===== config.mk =====
export PLATFORM = sky130hd
export DESIGN_NAME = uart_cmd_ctrl
export DESIGN_NICKNAME = d
export VERILOG_FILES = /design/src/rtl/uart_cmd_pkg.sv /design/src/rtl/uart_cmd_timeout.sv /design/src/rtl/uart_cmd_ctrl.sv
export SDC_FILE = /design/constraint.sdc
export NUM_CORES = 1
export LEC_CHECK = 0
export ABC_AREA = 1
export BUFFER_PORTS_ARGS = -buffer_cell sky130_fd_sc_hd__buf_4
export CAP_MARGIN = 0
export CORE_MARGIN = 3
export CORE_UTILIZATION = 35
export CTS_CLUSTER_DIAMETER = 100
export DETAILED_ROUTE_END_ITERATION = 7
export PLACE_DENSITY = 0.54
export SYNTH_ARGS = -nofsm -noshare
export SYNTH_HDL_FRONTEND = slang
export SYNTH_HIERARCHICAL = 1
export SYNTH_SLANG_ARGS = --single-unit

===== constraint.sdc =====
create_clock -name clk -period 1.9 [get_ports clk]
set_input_delay 0.38 -clock clk [delete_from_list [all_inputs] [get_ports clk]]
set_output_delay 0.38 -clock clk [all_outputs]
set_load 0.1 [all_outputs]

===== src/rtl/uart_cmd_pkg.sv =====
// Shared types and constants for the UART command controller.
// Latency: n/a (declarations only).
// Backpressure: n/a.
package uart_cmd_pkg;

    typedef enum logic [3:0] {
        S_IDLE   = 4'd0,
        S_ADDR   = 4'd1,
        S_WDATA  = 4'd2,
        S_WR     = 4'd3,
        S_RD     = 4'd4,
        S_RWAIT  = 4'd5,
        S_TXLOAD = 4'd6,
        S_TXWAIT = 4'd7,
        S_ERR    = 4'd8
    } cmd_state_e;

    localparam logic [7:0] OP_WR   = 8'h57;
    localparam logic [7:0] OP_RD   = 8'h52;
    localparam logic [7:0] RSP_ACK = 8'h4B;
    localparam logic [7:0] RSP_ERR = 8'h45;

    localparam logic [1:0] ERR_RD_TIMEOUT = 2'b00;
    localparam logic [1:0] ERR_BAD_OP     = 2'b01;
    localparam logic [1:0] ERR_TIMEOUT    = 2'b10;
    localparam logic [1:0] ERR_OVERRUN    = 2'b11;

    // States in which a newly received byte cannot be consumed.
    function automatic logic is_overrun_state(input cmd_state_e s);
        return (s == S_RD) || (s == S_RWAIT) || (s == S_WR) ||
               (s == S_TXLOAD) || (s == S_TXWAIT) || (s == S_ERR);
    endfunction

endpackage


===== src/rtl/uart_cmd_timeout.sv =====
// Inter-byte watchdog: counts baud ticks while enabled, cleared by each received byte.
// Latency: expire is combinational from the count register, one cycle after the final tick.
// Backpressure: none; saturates at the limit and holds until cleared or disabled.
module uart_cmd_timeout #(
    parameter int TIMEOUT_BITS = 40
) (
    input  logic clk,
    input  logic rst_n,
    input  logic clr_i,
    input  logic en_i,
    input  logic tick_i,
    output logic expire_o
);

    localparam int CW = $clog2(TIMEOUT_BITS + 1);

    logic [CW-1:0] cnt_q;
    logic [CW-1:0] cnt_d;
    logic          at_limit;

    assign at_limit = (cnt_q == CW'(TIMEOUT_BITS));
    assign expire_o = en_i && at_limit;

    // Counter next state: clear on byte or when idle, otherwise count ticks up to the limit.
    always_comb begin
        cnt_d = cnt_q;
        if (clr_i || !en_i) begin
            cnt_d = '0;
        end else if (tick_i && !at_limit) begin
            cnt_d = cnt_q + CW'(1);
        end
    end

    // Counter register.
    always_ff @(posedge clk or negedge rst_n) begin
        if (!rst_n) begin
            cnt_q <= '0;
        end else begin
            cnt_q <= cnt_d;
        end
    end

endmodule


===== src/rtl/uart_cmd_ctrl.sv =====
// Assembles UART bytes into register read/write commands and returns the response bytes.
// Latency: reg_we/reg_re one cycle after the last command byte; tx_start one cycle after read data.
// Backpressure: waits on tx_busy per response byte; bytes arriving while busy are dropped and flagged.
module uart_cmd_ctrl
    import uart_cmd_pkg::*;
#(
    parameter int ADDR_W       = 8,
    parameter int TIMEOUT_BITS = 40,
    parameter int RD_WAIT_MAX  = 255
) (
    input  logic              clk,
    input  logic              rst_n,
    input  logic [7:0]        rx_data,
    input  logic              rx_valid,
    input  logic              baud_tick,
    output logic [ADDR_W-1:0] reg_addr,
    output logic [31:0]       reg_wdata,
    output logic              reg_we,
    output logic              reg_re,
    input  logic [31:0]       reg_rdata,
    input  logic              reg_rvalid,
    output logic [7:0]        tx_data,
    output logic              tx_start,
    input  logic              tx_busy,
    output logic              busy,
    output logic              err_pulse,
    output logic [1:0]        err_code
);

    localparam int RW_W = $clog2(RD_WAIT_MAX + 1);

    cmd_state_e        state_q,     state_d;
    logic [ADDR_W-1:0] addr_q,      addr_d;
    logic [31:0]       wdata_q,     wdata_d;
    logic [31:0]       rdata_q,     rdata_d;
    logic [1:0]        byte_cnt_q,  byte_cnt_d;
    logic [1:0]        rsp_idx_q,   rsp_idx_d;
    logic              rsp_multi_q, rsp_multi_d;
    logic [7:0]        rsp_byte_q,  rsp_byte_d;
    logic              is_rd_q,     is_rd_d;
    logic              guard_q,     guard_d;
    logic [RW_W-1:0]   rdw_cnt_q,   rdw_cnt_d;

    logic              to_en;
    logic              to_expire;
    logic [7:0]        cur_byte;

    assign to_en = (state_q == S_ADDR) || (state_q == S_WDATA);

    uart_cmd_timeout #(
        .TIMEOUT_BITS (TIMEOUT_BITS)
    ) u_timeout (
        .clk      (clk),
        .rst_n    (rst_n),
        .clr_i    (rx_valid),
        .en_i     (to_en),
        .tick_i   (baud_tick),
        .expire_o (to_expire)
    );

    assign reg_addr  = addr_q;
    assign reg_wdata = wdata_q;
    assign reg_we    = (state_q == S_WR);
    assign reg_re    = (state_q == S_RD);
    assign busy      = (state_q != S_IDLE);

    // Select the response byte: read data MSB first, or the single ACK/ERR byte.
    always_comb begin
        cur_byte = rsp_byte_q;
        if (rsp_multi_q) begin
            case (rsp_idx_q)
                2'd0:    cur_byte = rdata_q[31:24];
                2'd1:    cur_byte = rdata_q[23:16];
                2'd2:    cur_byte = rdata_q[15:8];
                default: cur_byte = rdata_q[7:0];
            endcase
        end
    end

    // tx_data only carries a byte while a response is in flight, so it stays stable until busy drops.
    assign tx_data = ((state_q == S_TXLOAD) || (state_q == S_TXWAIT)) ? cur_byte : 8'h00;

    // Command FSM: next state, datapath updates and strobes.
    always_comb begin
        state_d     = state_q;
        addr_d      = addr_q;
        wdata_d     = wdata_q;
        rdata_d     = rdata_q;
        byte_cnt_d  = byte_cnt_q;
        rsp_idx_d   = rsp_idx_q;
        rsp_multi_d = rsp_multi_q;
        rsp_byte_d  = rsp_byte_q;
        is_rd_d     = is_rd_q;
        guard_d     = guard_q;
        rdw_cnt_d   = rdw_cnt_q;
        tx_start    = 1'b0;
        err_pulse   = 1'b0;
        err_code    = 2'b00;

        case (state_q)
            S_IDLE: begin
                if (rx_valid) begin
                    if (rx_data == OP_WR) begin
                        is_rd_d = 1'b0;
                        state_d = S_ADDR;
                    end else if (rx_data == OP_RD) begin
                        is_rd_d = 1'b1;
                        state_d = S_ADDR;
                    end else begin
                        err_pulse = 1'b1;
                        err_code  = ERR_BAD_OP;
                        state_d   = S_ERR;
                    end
                end
            end
            S_ADDR: begin
                // A byte arriving in the expiry cycle still counts as on time.
                if (rx_valid) begin
                    addr_d = rx_data[ADDR_W-1:0];
                    if (is_rd_q) begin
                        state_d = S_RD;
                    end else begin
                        byte_cnt_d = 2'd0;
                        state_d    = S_WDATA;
                    end
                end else if (to_expire) begin
                    err_pulse = 1'b1;
                    err_code  = ERR_TIMEOUT;
                    state_d   = S_IDLE;
                end
            end
            S_WDATA: begin
                if (rx_valid) begin
                    wdata_d    = {wdata_q[23:0], rx_data};
                    byte_cnt_d = byte_cnt_q + 2'd1;
                    if (byte_cnt_q == 2'd3) begin
                        state_d = S_WR;
                    end
                end else if (to_expire) begin
                    err_pulse = 1'b1;
                    err_code  = ERR_TIMEOUT;
                    state_d   = S_IDLE;
                end
            end
            S_WR: begin
                rsp_byte_d  = RSP_ACK;
                rsp_multi_d = 1'b0;
                rsp_idx_d   = 2'd0;
                state_d     = S_TXLOAD;
            end
            S_RD: begin
                rdw_cnt_d = '0;
                state_d   = S_RWAIT;
            end
            S_RWAIT: begin
                if (reg_rvalid) begin
                    rdata_d     = reg_rdata;
                    rsp_multi_d = 1'b1;
                    rsp_idx_d   = 2'd0;
                    state_d     = S_TXLOAD;
                end else if (rdw_cnt_q == RW_W'(RD_WAIT_MAX - 1)) begin
                    err_pulse = 1'b1;
                    err_code  = ERR_RD_TIMEOUT;
                    state_d   = S_ERR;
                end else begin
                    rdw_cnt_d = rdw_cnt_q + RW_W'(1);
                end
            end
            S_ERR: begin
                rsp_byte_d  = RSP_ERR;
                rsp_multi_d = 1'b0;
                rsp_idx_d   = 2'd0;
                state_d     = S_TXLOAD;
            end
            S_TXLOAD: begin
                if (!tx_busy) begin
                    tx_start = 1'b1;
                    guard_d  = 1'b1;
                    state_d  = S_TXWAIT;
                end
            end
            S_TXWAIT: begin
                // The transmitter may not raise tx_busy until the cycle after tx_start.
                if (guard_q) begin
                    guard_d = 1'b0;
                end else if (!tx_busy) begin
                    if (rsp_multi_q && (rsp_idx_q != 2'd3)) begin
                        rsp_idx_d = rsp_idx_q + 2'd1;
                        state_d   = S_TXLOAD;
                    end else begin
                        state_d = S_IDLE;
                    end
                end
            end
            default: begin
                state_d = S_IDLE;
            end
        endcase

        // Drop bytes that arrive while a command is executing; a read timeout in the same
        // cycle keeps its own code.
        if (rx_valid && is_overrun_state(state_q) && !err_pulse) begin
            err_pulse = 1'b1;
            err_code  = ERR_OVERRUN;
        end
    end

    // State and datapath registers.
    always_ff @(posedge clk or negedge rst_n) begin
        if (!rst_n) begin
            state_q     <= S_IDLE;
            addr_q      <= '0;
            wdata_q     <= '0;
            rdata_q     <= '0;
            byte_cnt_q  <= '0;
            rsp_idx_q   <= '0;
            rsp_multi_q <= 1'b0;
            rsp_byte_q  <= '0;
            is_rd_q     <= 1'b0;
            guard_q     <= 1'b0;
            rdw_cnt_q   <= '0;
        end else begin
            state_q     <= state_d;
            addr_q      <= addr_d;
            wdata_q     <= wdata_d;
            rdata_q     <= rdata_d;
            byte_cnt_q  <= byte_cnt_d;
            rsp_idx_q   <= rsp_idx_d;
            rsp_multi_q <= rsp_multi_d;
            rsp_byte_q  <= rsp_byte_d;
            is_rd_q     <= is_rd_d;
            guard_q     <= guard_d;
            rdw_cnt_q   <= rdw_cnt_d;
        end
    end

endmodule


Word-level counts from Yosys, hierarchy flattened
Cells that the tools add are included.
{"block": "word_totals", "ff_bits": 105, "out_inout_bits": 55}
{"block": "classes", "add_sub_neg": 4, "n_mux": 57, "n_eq_ne": 29, "reduce_logical": 39}
{"op": "4-bit 2-to-1 mux", "count": 12}
{"op": "8-bit 2-to-1 mux", "count": 4}
{"op": "4-bit one-hot mux with 8 select lines", "count": 1}
{"op": "8-bit one-hot mux with 2 select lines", "count": 2}
{"op": "8-bit one-hot mux with 3 select lines", "count": 1}
{"op": "2-bit inequality test (second input constant)", "count": 11}
{"op": "2-bit 2-to-1 mux", "count": 10}
{"op": "1-bit 2-to-1 mux", "count": 17}
{"op": "4-bit by 3-bit == test with 1-bit output (second input constant)", "count": 4}
{"op": "8-bit by 7-bit == test with 1-bit output (second input constant)", "count": 2}
{"op": "2-bit nonzero test", "count": 7}
{"op": "6-bit 2-to-1 mux", "count": 2}
{"op": "2-bit AND reduction", "count": 5}
{"op": "8-bit by 1-bit adder with 8-bit output (second input constant)", "count": 1}
{"op": "4-bit by 2-bit == test with 1-bit output (second input constant)", "count": 2}
{"op": "8-bit == test (second input constant)", "count": 1}
{"op": "1-bit logical OR", "count": 8}
{"op": "2-bit one-hot mux with 2 select lines", "count": 2}
{"op": "6-bit by 1-bit adder with 6-bit output (second input constant)", "count": 1}
{"op": "6-bit == test (second input constant)", "count": 1}
{"op": "3-bit 2-to-1 mux", "count": 2}
{"op": "2-bit one-hot mux with 3 select lines", "count": 1}
{"op": "3-bit AND reduction", "count": 2}
{"op": "6-bit AND reduction", "count": 1}
{"op": "other kinds (19)", "count": 29}

Depth between registers and ports, before layout
Gate-level depths: netlist of the first run.
{"block": "depth", "word_depth": 9, "mapped_depth": 11}

Hierarchy
Netlist of the first run, hierarchy kept.
{"mod": "uart_cmd_ctrl", "cells_per_inst": 582, "n_inst": 1, "area_per_inst_um2": 4514.3}
{"mod": "uart_cmd_timeout", "cells_per_inst": 56, "n_inst": 1, "area_per_inst_um2": 394.1}

Worst setup path before layout of the first run
Ideal clock, no wire load.
{"block": "synth_timing", "path_type": "reg-to-output", "from": "reg rsp_idx_q[0]", "to": "out tx_data[5]", "arrival_time_ps": 3384, "setup_slack_ps": -1864, "path_stages_with_launch": 6, "path_buffers": 1, "t_required_ps": 1520, "path_cell_list": "dfrtp_1 inv_1 ha_1 buf_1 nand2_1 a311oi_1"}
{"block": "synth_between", "elab_chain_cells": 4, "word_cells_on_any_way": 6, "classes_between": "eq/ne (2); mux (3); reduce/logical (1)"}
{"item": "start, declared", "line_no": "uart_cmd_ctrl.sv:37", "text": "logic [1:0] rsp_idx_q, rsp_idx_d;"}
{"item": "start signal, assigned", "line_no": "uart_cmd_ctrl.sv:228", "text": "rsp_idx_q <= rsp_idx_d;"}
{"item": "2-bit == test (tied with other cells)", "line_no": "uart_cmd_ctrl.sv:71", "text": "case (rsp_idx_q)"}
{"item": "8-bit one-hot mux with 3 select lines *", "line_no": "uart_cmd_ctrl.sv:71"}
{"item": "8-bit 2-to-1 mux *", "line_no": "uart_cmd_ctrl.sv:70", "text": "if (rsp_multi_q) begin"}
{"item": "8-bit 2-to-1 mux *", "line_no": "uart_cmd_ctrl.sv:81", "text": "assign tx_data = ((state_q == S_TXLOAD) || (state_q == S_TXWAIT)) ? cur_byte : 8'h00;"}
{"item": "end, declared", "line_no": "uart_cmd_ctrl.sv:22", "text": "output logic [7:0] tx_data,"}
Every way passes the cells marked *; elsewhere a longest branch is shown, timed or not.

Final worst setup path of the first run
{"block": "layout_timing", "from": "reg state_q[2]", "to": "out err_code[0]"}
{"block": "layout_between", "elab_chain_cells": 9, "word_cells_on_any_way": 25, "classes_between": "eq/ne (8); mux (5); reduce/logical (12)"}
{"item": "start, declared", "line_no": "uart_cmd_ctrl.sv:32", "text": "cmd_state_e state_q, state_d;"}
{"item": "start signal, assigned", "line_no": "uart_cmd_ctrl.sv:223", "text": "state_q <= state_d;"}
{"item": "4-bit by 1-bit == test with 1-bit output / 4-bit by 2-bit == test with 1-bit output (equally long branches)", "line_no": "uart_cmd_ctrl.sv:48", "text": "assign to_en = (state_q == S_ADDR) || (state_q == S_WDATA);"}
{"item": "1-bit logical OR *", "line_no": "uart_cmd_ctrl.sv:48"}
{"item": "via to_en", "line_no": "uart_cmd_ctrl.sv:44", "text": "logic to_en;"}
{"item": "1-bit logical AND *", "line_no": "uart_cmd_timeout.sv:22", "text": "assign expire_o = en_i && at_limit;"}
{"item": "via to_expire", "line_no": "uart_cmd_ctrl.sv:45", "text": "logic to_expire;"}
{"item": "1-bit 2-to-1 mux *", "line_no": "uart_cmd_ctrl.sv:126, uart_cmd_ctrl.sv:139"}
{"item": "1-bit 2-to-1 mux *", "line_no": "uart_cmd_ctrl.sv:118", "text": "if (rx_valid) begin"}
{"item": "1-bit one-hot mux with 3 select lines *", "line_no": "uart_cmd_ctrl.sv:100", "text": "case (state_q)"}
{"item": "1-bit logical NOT *", "line_no": "uart_cmd_ctrl.sv:202", "text": "if (rx_valid && is_overrun_state(state_q) && !err_pulse) begin"}
{"item": "1-bit logical AND *", "line_no": "uart_cmd_ctrl.sv:202"}
{"item": "2-bit 2-to-1 mux *", "line_no": "uart_cmd_ctrl.sv:202"}
{"item": "end, declared", "line_no": "uart_cmd_ctrl.sv:27", "text": "output logic [1:0] err_code"}
The timed path passes the listed nets; every way through them passes the cells marked *.

==> results of run 1 <==
[layer usage]
metal | vias up | routed length, um | global-route usage (%)
met5 | - | 0 | 0
li1 | 2363 | - | -
met4 | 0 | 198 | 4.836
met1 | 2230 | 6163 | 23.46
met3 | 22 | 586 | 4.717
met2 | 96 | 6901 | 30.98
[how the worst min path moves through the flow]
stage,start,endpoint,cells past startpoint
2_1_floorplan,rst_n,byte_cnt_q[0]$_DFFE_PN0P_,0
3_3_place_gp,rst_n,reg_wdata[8]$_DFFE_PN0P_,1
3_5_place_dp,rst_n,reg_wdata[8]$_DFFE_PN0P_,1
4_1_cts,reg_rdata[30],rdata_q[30]$_DFFE_PN0P_,3
5_1_grt,reg_rdata[31],rdata_q[31]$_DFFE_PN0P_,3
6_report,reg_rdata[30],rdata_q[30]$_DFFE_PN0P_,3
[cell families (layout without fill, tap and decap cells)]
| group | count (synthesis) | in the layout | synth area share [%] |
|---|---|---|---|
| adders and majority gates | 9 | 9 | 2.294 |
| AOI/OAI and AO/OA | 56 | 56 | 6.398 |
| buffers and inverters | 71 | 255 | 5.863 |
| xor gates and xnor gates | 5 | 5 | 0.8921 |
| and+or+nand+nor | 397 | 397 | 33.57 |
| DFF | 100 | 100 | 50.98 |
[critical path, stage by stage (launching register included)]
cell and delay, ps:
dfrtp_2 440, nor2_4 190, nand2_2 90, nand2_2 80, inv_2 50, nor2_4 110, nand2_2 70, a21oi_4 160
nor2_4 70, nand3_4 150, nand2_8 60, buf_12 160
[metrics by stage]
step,instances,instance area (sq um),util [%]
global route,998,7466,55.50
global placement,968,6650,49.43
finish,998,7466,55.50
detailed placement,968,6650,49.43
CTS,993,7347,54.61
floorplan,638,5190,-
[layout by cell type (no fill, tap or decap), drive strengths merged]
| master | netlist | routed |
|---|---|---|
| nand2 | 299 | 299 |
| buf | 13 | 185 |
| dfrtp | 100 | 100 |
| inv | 53 | 53 |
| nor2 | 43 | 43 |
| nand3 | 41 | 41 |
| o21ai | 28 | 28 |
| a21oi | 18 | 18 |
| clkbuf | 5 | 13 |
| ha | 9 | 9 |
| nand4 | 6 | 6 |
| xor2 | 5 | 5 |
| o211ai | 4 | 4 |
| nor3 | 4 | 4 |
| a311oi | 3 | 3 |
| nand3b | 2 | 2 |
| or2 | 2 | 2 |
| o21bai | 2 | 2 |
| clkinv | 0 | 2 |
| a31o | 1 | 1 |
| clkinvlp | 0 | 1 |
| dlygate4sd3 | 0 | 1 |
[Yosys cell counts, types with 3 or more instances]
cell	n	area (sq um)
clkbuf_1	5	18.77
inv_2	7	26.28
buf_2	11	55.05
dfrtp_1	100	2502
nor2_4	3	33.78
ha_1	9	112.6
nand3_1	40	200.2
o21ai_0	21	105.1
nor3_1	3	15.01
xor2_1	5	43.79
inv_1	46	172.7
nand4_1	6	37.54
a311oi_1	3	26.28
nor2_1	34	127.6
nand2_1	296	1111
o211ai_1	4	30.03
o21ai_1	6	30.03
nor2_2	5	31.28
a21oi_1	18	90.09
[state kept, by name, summed over array words and instances (netlist names), 2 cells and up]
name             count
rdw_cnt_q            8
reg_addr             8
byte_cnt_q           2
state_q              4
reg_wdata           32
rsp_byte_q           3
u_timeout/cnt_q      6
rsp_idx_q            2
rdata_q             32
[layout make-up]
cell class	instances	area share [%]
multi-input combinational	467	34.44
sequential	100	33.58
timing repair buffer	186	22.49
clock buffer	13	3.486
tap	176	2.950
inverter	53	2.765
clock inverter	3	0.2849
[repair_timing]
| item | in CTS | in global routing |
|---|---|---|
| resized for setup | 92 | 23 |
| setup buffers | 10 | 6 |
| pin swaps | 20 | 24 |
| hold endpoints to repair | 25 | 0 |
| hold buffers | 1 | 0 |
| setup endpoints to repair | 15 | 16 |
[power by group]
part	total, mW	switching (mW)	internal (mW)
Clock	1.75	0.784	0.961
Sequential	3.53	0.596	2.93
Combinational	7.25	5.19	2.06
Total	12.5	6.57	5.95
==> results.md, run 1 <==
* Mapped cell area at 4908 sq um
* WL final at 13850 um
* Filler cells at 1273
* Register area share after synthesis at 50.98%
* Number of max-cap violations at 0
* Worst clock skew at 6.353 ps
* Worst hold slack at approximately 230 ps
* HPWL Detailed at 10050 um
* R2r setup slk at roughly 160 ps
* CP max FO at 5
* Failing checks: setup timing
* Kind of critical path: reg2out
* Largest net degree at the start of global routing at 47
* CP Launch Type: flip-flop
* Port Buffers at 100
* Layout cells sized above 1 at 36.13%
* N_diodes at 0
* Fmax at about 430 MHz
* Critical Path End: err_code[0]
* EDFF count, synth at 0
* Slew headroom at about 63%
* RSZ-0062 raised after global routing: yes
* R2r endpoint: byte_cnt_q[1]$_DFFE_PN0P_
* H-Tree Level Count at 3
* YS warnings at 6
* Syn Nets at 693
* Final Hold Vio Count at 0
* Gr ovfl total at 0
* Die Area at between 15000 and 20000 sq um
* CTS tree: done
* Die Y at between 100 and 150 um
* Initial core utilization at 36.49%
* Nets at 872
* Setup WS post-layout at -446.0 ps
* Cells after Synth at 638
* Initial antenna violation count at 0
* Via density at roughly 4.7
* WL/cell at 13.88 um
* PwrDens at roughly 1700 nW/um^2
* GRT Util Overall at 18.35%
* Clk slew on worst S/H paths at 70 ps
* CTS root buffer: clkbuf_16
* First-pass GRT wire length at 23360 um
* Critical path required time at 1520 ps
* Core area at 13450 sq um
* Final Slew Violations at 0
* R2R depth at 13
* Vias in the first global route at 4774
* Status: complete, but fails checks
* Sequential cell area at 2507 sq um
* PnR Total Power at 12.52 mW
* CTS Buf Count at 9
* Setup violators final at 13
* Avg Cell Area, Syn at 7.694 sq um
* Worst skew pair latency at 350 ps
* Setup slack at placement at -155.3 ps
* Peak supply drop at 0.001246 V
* DR iter-0 viols at 364
* Seq cells post-synth at 100
* Yosys cell types at 31
* Die X at between 100 and 150 um
* Rows at 42
* Synth async-reset ratio at 100.0%
* Critical path origin: state_q[2]$_DFFE_PN0P_
* Antenna viol nets, final at 0
* Worst r2r src: state_q[1]$_DFFE_PN0P_
* CP arrival at around 2000 ps
* Setup TNS at -3781 ps
* Detailed-route via count at around 4.7k
* First drt pass iteration count at 4
* Io pins at 101
* Drc violations at 0
* Tcrit/Tclk final at 123.5%
* Multi-input gate area at 2571 sq um
* Layout area overhead at 52.10%
* Clock sink count at 100
* Period minus WS final at approximately 2300 ps
* Worst-Margin Slew at 556.6 ps
* GPL Wtd Cong at 0.8438
* CP endpoint kind: output port
* Synth Flop Type: dfrtp_1
* Max Root-Sink Buffers at 2
* P_leak at 3.880 nW
* Hold Path Class: in2reg
No activity file was read; power rests on OpenSTA's default activity.
==> inputs of run 2 (changes only) <==
--- a/config.mk
+++ b/config.mk
@@ -5,12 +5,13 @@
 export SDC_FILE = /design/constraint.sdc
 export NUM_CORES = 1
 export LEC_CHECK = 0
-export ABC_AREA = 1
+export ABC_AREA = 0
 export BUFFER_PORTS_ARGS = -buffer_cell sky130_fd_sc_hd__buf_4
 export CAP_MARGIN = 0
 export CORE_MARGIN = 3
 export CORE_UTILIZATION = 35
 export CTS_CLUSTER_DIAMETER = 100
+export CTS_CLUSTER_SIZE = 12
 export DETAILED_ROUTE_END_ITERATION = 7
 export PLACE_DENSITY = 0.54
 export SYNTH_ARGS = -nofsm -noshare
==> results.md, run 2 <==
* Nets at between 600 and 700
* GRT Util Overall at around 17%
* Post-route cell area at 7584 sq um
* Via density at ~5.0
* Vias in the first global route at 4168
* Final Hold Vio Count at 0
* Worst-Margin Slew at roughly 540 ps
* RSZ-0062 raised after global routing: yes
* Most frequent cells after synthesis: 100 x dfrtp_1, 56 x mux2_2, 31 x nand2_1
* Multi-input gate area at 2619 sq um
* Number of max-cap violations at 0
* Critical path required time at 1520 ps
* Gr ovfl total at 0
* CTS root buffer: clkbuf_16
* Fmax at 357.2 MHz
* Detailed-route via count at 3962
* Kind of critical path: reg2out
* CP endpoint kind: output port
* Synth Flop Type: dfrtp_1
* Sequential cell area at 2502 sq um
* Worst clock skew at between 8 and 9 ps
* Filler cells at 1182
* Commonest non-fill, non-tap cell in the layout: buf_4
* Clock sink count at 100
* Io pins at ~100
* Cell Area, Placed at ~6500 sq um
* Ranking of synthesized cells by area: dfrtp_1 51%, mux2_2 13%, mux2_1 3.4%
* Hold Path Class: in2async
* Most frequent cells in the layout: 158 x buf_4, 100 x dfrtp_1, 56 x mux2_2
* P_leak at 3.493 nW
* Final Slew Violations at 0
* Non-Filler Instances at roughly 790
* H-Tree Level Count at 3
* R2R depth at 8
* GPL Wtd Cong at 0.7734
* CP Launch Type: flip-flop
* EDFF count, synth at 0
* Setup violators final at 55
* Antenna viol nets, final at 0
* DR iter-0 viols at about 250
* CP arrival at 2420 ps
* CTS Buf Count at 9
* Failing checks: setup timing
* Syn Nets at 478
* Initial antenna violation count at 0
* Tcrit/Tclk final at 147.3%
* HPWL Detailed at roughly 9000 um
* Slew headroom at 63.92%
* Largest net degree at the start of global routing at 39
* Initial core utilization at 36.44%
* YS warnings at 6
* PnR Total Power at about 14 mW
* Worst skew pair latency at 350 ps
* Cells after Synth at 423
* Area leader, netlist: dfrtp_1
* Period minus WS final at 2800 ps
* Register area share after synthesis at 51.05%
* Share of the synthesized area in the top cell type at 51.05%
* Post-CTS Hold Buffers at 0
* Seq cells post-synth at 100
* CTS tree: done
* Dominant cell by count in the synthesized netlist: dfrtp_1
* Layout cells sized above 1 at 55.90%
* Die Y at 124.4 um
* Layout area overhead at 54.70%
* Setup WS post-layout at -899.5 ps
* Core area at 13450 sq um
* N_diodes at 0
* Drc violations at 0
* Peak supply drop at ~0.0012 V
* Mapped cell area at 4902 sq um
* Rows at 42
* First-pass GRT wire length at 21450 um
* First drt pass iteration count at 4
* Synth async-reset ratio at 100.0%
* PwrDens at 1828 nW/um^2
* Clk slew on worst S/H paths at 70 ps
* Placed insts at 750
* WL/cell at 16.55 um
* Max Root-Sink Buffers at 2
* Port Buffers at 100
* Yosys cell types at 65
* Die Area at 15460 sq um
* WL final at between 10000 and 15000 um
* Die X at approximately 120 um
* Avg Cell Area, Syn at 11.59 sq um
* CP max FO at 3
* Status: complete, but fails checks
run 2: cell types whose count changed after synthesis, moves of 5 or more:
cell | before | now
nor2_1 | 34 | 19
nand2_1 | 296 | 31
a222oi_1 | 0 | 8
clkbuf_1 | 5 | 10
inv_2 | 7 | 0
mux2_1 | 0 | 15
nand3_1 | 40 | 6
inv_1 | 46 | 17
mux2i_1 | 0 | 6
nor2b_1 | 0 | 5
nand2b_1 | 0 | 7
mux2_2 | 0 | 56
run 2: through the flow:
step	worst slack [ps]	TNS (ps)	hold WS [ps]	utilization [%]
3_5_place_dp	-632.2	-3541	409.7	48.53
5_1_grt	-1025	-15860	42.95	56.37
3_3_place_gp	-603.7	-3284	406.5	48.53
6_report	-899.5	-11000	7.626	56.37
2_1_floorplan	-599.2	-2455	84.41	-
4_1_cts	-903.3	-7144	26.43	54.54
run 2: worst paths after layout:
check,from,endpoint,slack [ps]
hold / removal,rst_n,reg_wdata[26]$_DFFE_PN0P_,8
setup reg to reg,state_q[1]$_DFFE_PN0P_,rdw_cnt_q[3]$_DFFE_PN0P_,-200
setup / recovery,state_q[0]$_DFFE_PN0P_,err_pulse,-900
max in group asynchronous,rst_n,state_q[2]$_DFFE_PN0P_,1280
hold reg to reg,rsp_byte_q[0]$_DFFE_PN0P_,rsp_byte_q[0]$_DFFE_PN0P_,480
min in group clk,reg_rdata[4],rdata_q[4]$_DFFE_PN0P_,240
run 2: area by class of cell:
| class | instances | share of cell area [%] |
|---|---|---|
| Clock inverter | 5 | 0.5610 |
| Clock buffer | 11 | 3.333 |
| Multi-Input combinational cell | 282 | 34.53 |
| Timing Repair Buffer | 195 | 24.78 |
| Tap cell | 176 | 2.904 |
| Sequential cell | 100 | 33.00 |
| Inverter | 17 | 0.8909 |
run 2: what timing repair did:
item,CTS,global route
pin swaps,18,20
gates resized for setup,76,36
setup endpoints to repair,31,46
cloned,4,2
buffers inserted,9,6
run 2: logic make-up after synthesis:
family                   count (synthesis)  share of synthesized area, %
XOR/XNOR                                 5                        0.8933
AND/OR/NAND/NOR                        108                         12.97
AO/OA/AOI/OAI                           83                         11.26
buffers and inverters                   41                         4.007
flip-flops                             100                         51.05
adder cells (fa/ha/maj)                  9                         2.297
multiplexers                            77                         17.53
run 2: worst max-delay path, cell delays in order, from the launching register on:
cell	delay [ps]
dfrtp_1	410
nor2b_4	140
o21ai_2	160
inv_2	50
nor3b_4	150
nor4b_1	140
a21o_1	160
a221o_1	300
a221o_4	370
buf_12	170
run 2: per-layer routing:
layer / track usage [%] / wire, um
met5: 0 / 0
met3: 4.674 / 494
met1: 21.75 / 5831
met4: 3.675 / 93
met2: 28.50 / 6593
run 2: power by group:
part           switching [mW]  internal, mW  leakage, nW  total [mW]
sequential              0.542          2.95         1.27        3.49
combinational            5.44          3.10         2.08        8.54
clock                   0.857         0.978        0.143        1.83
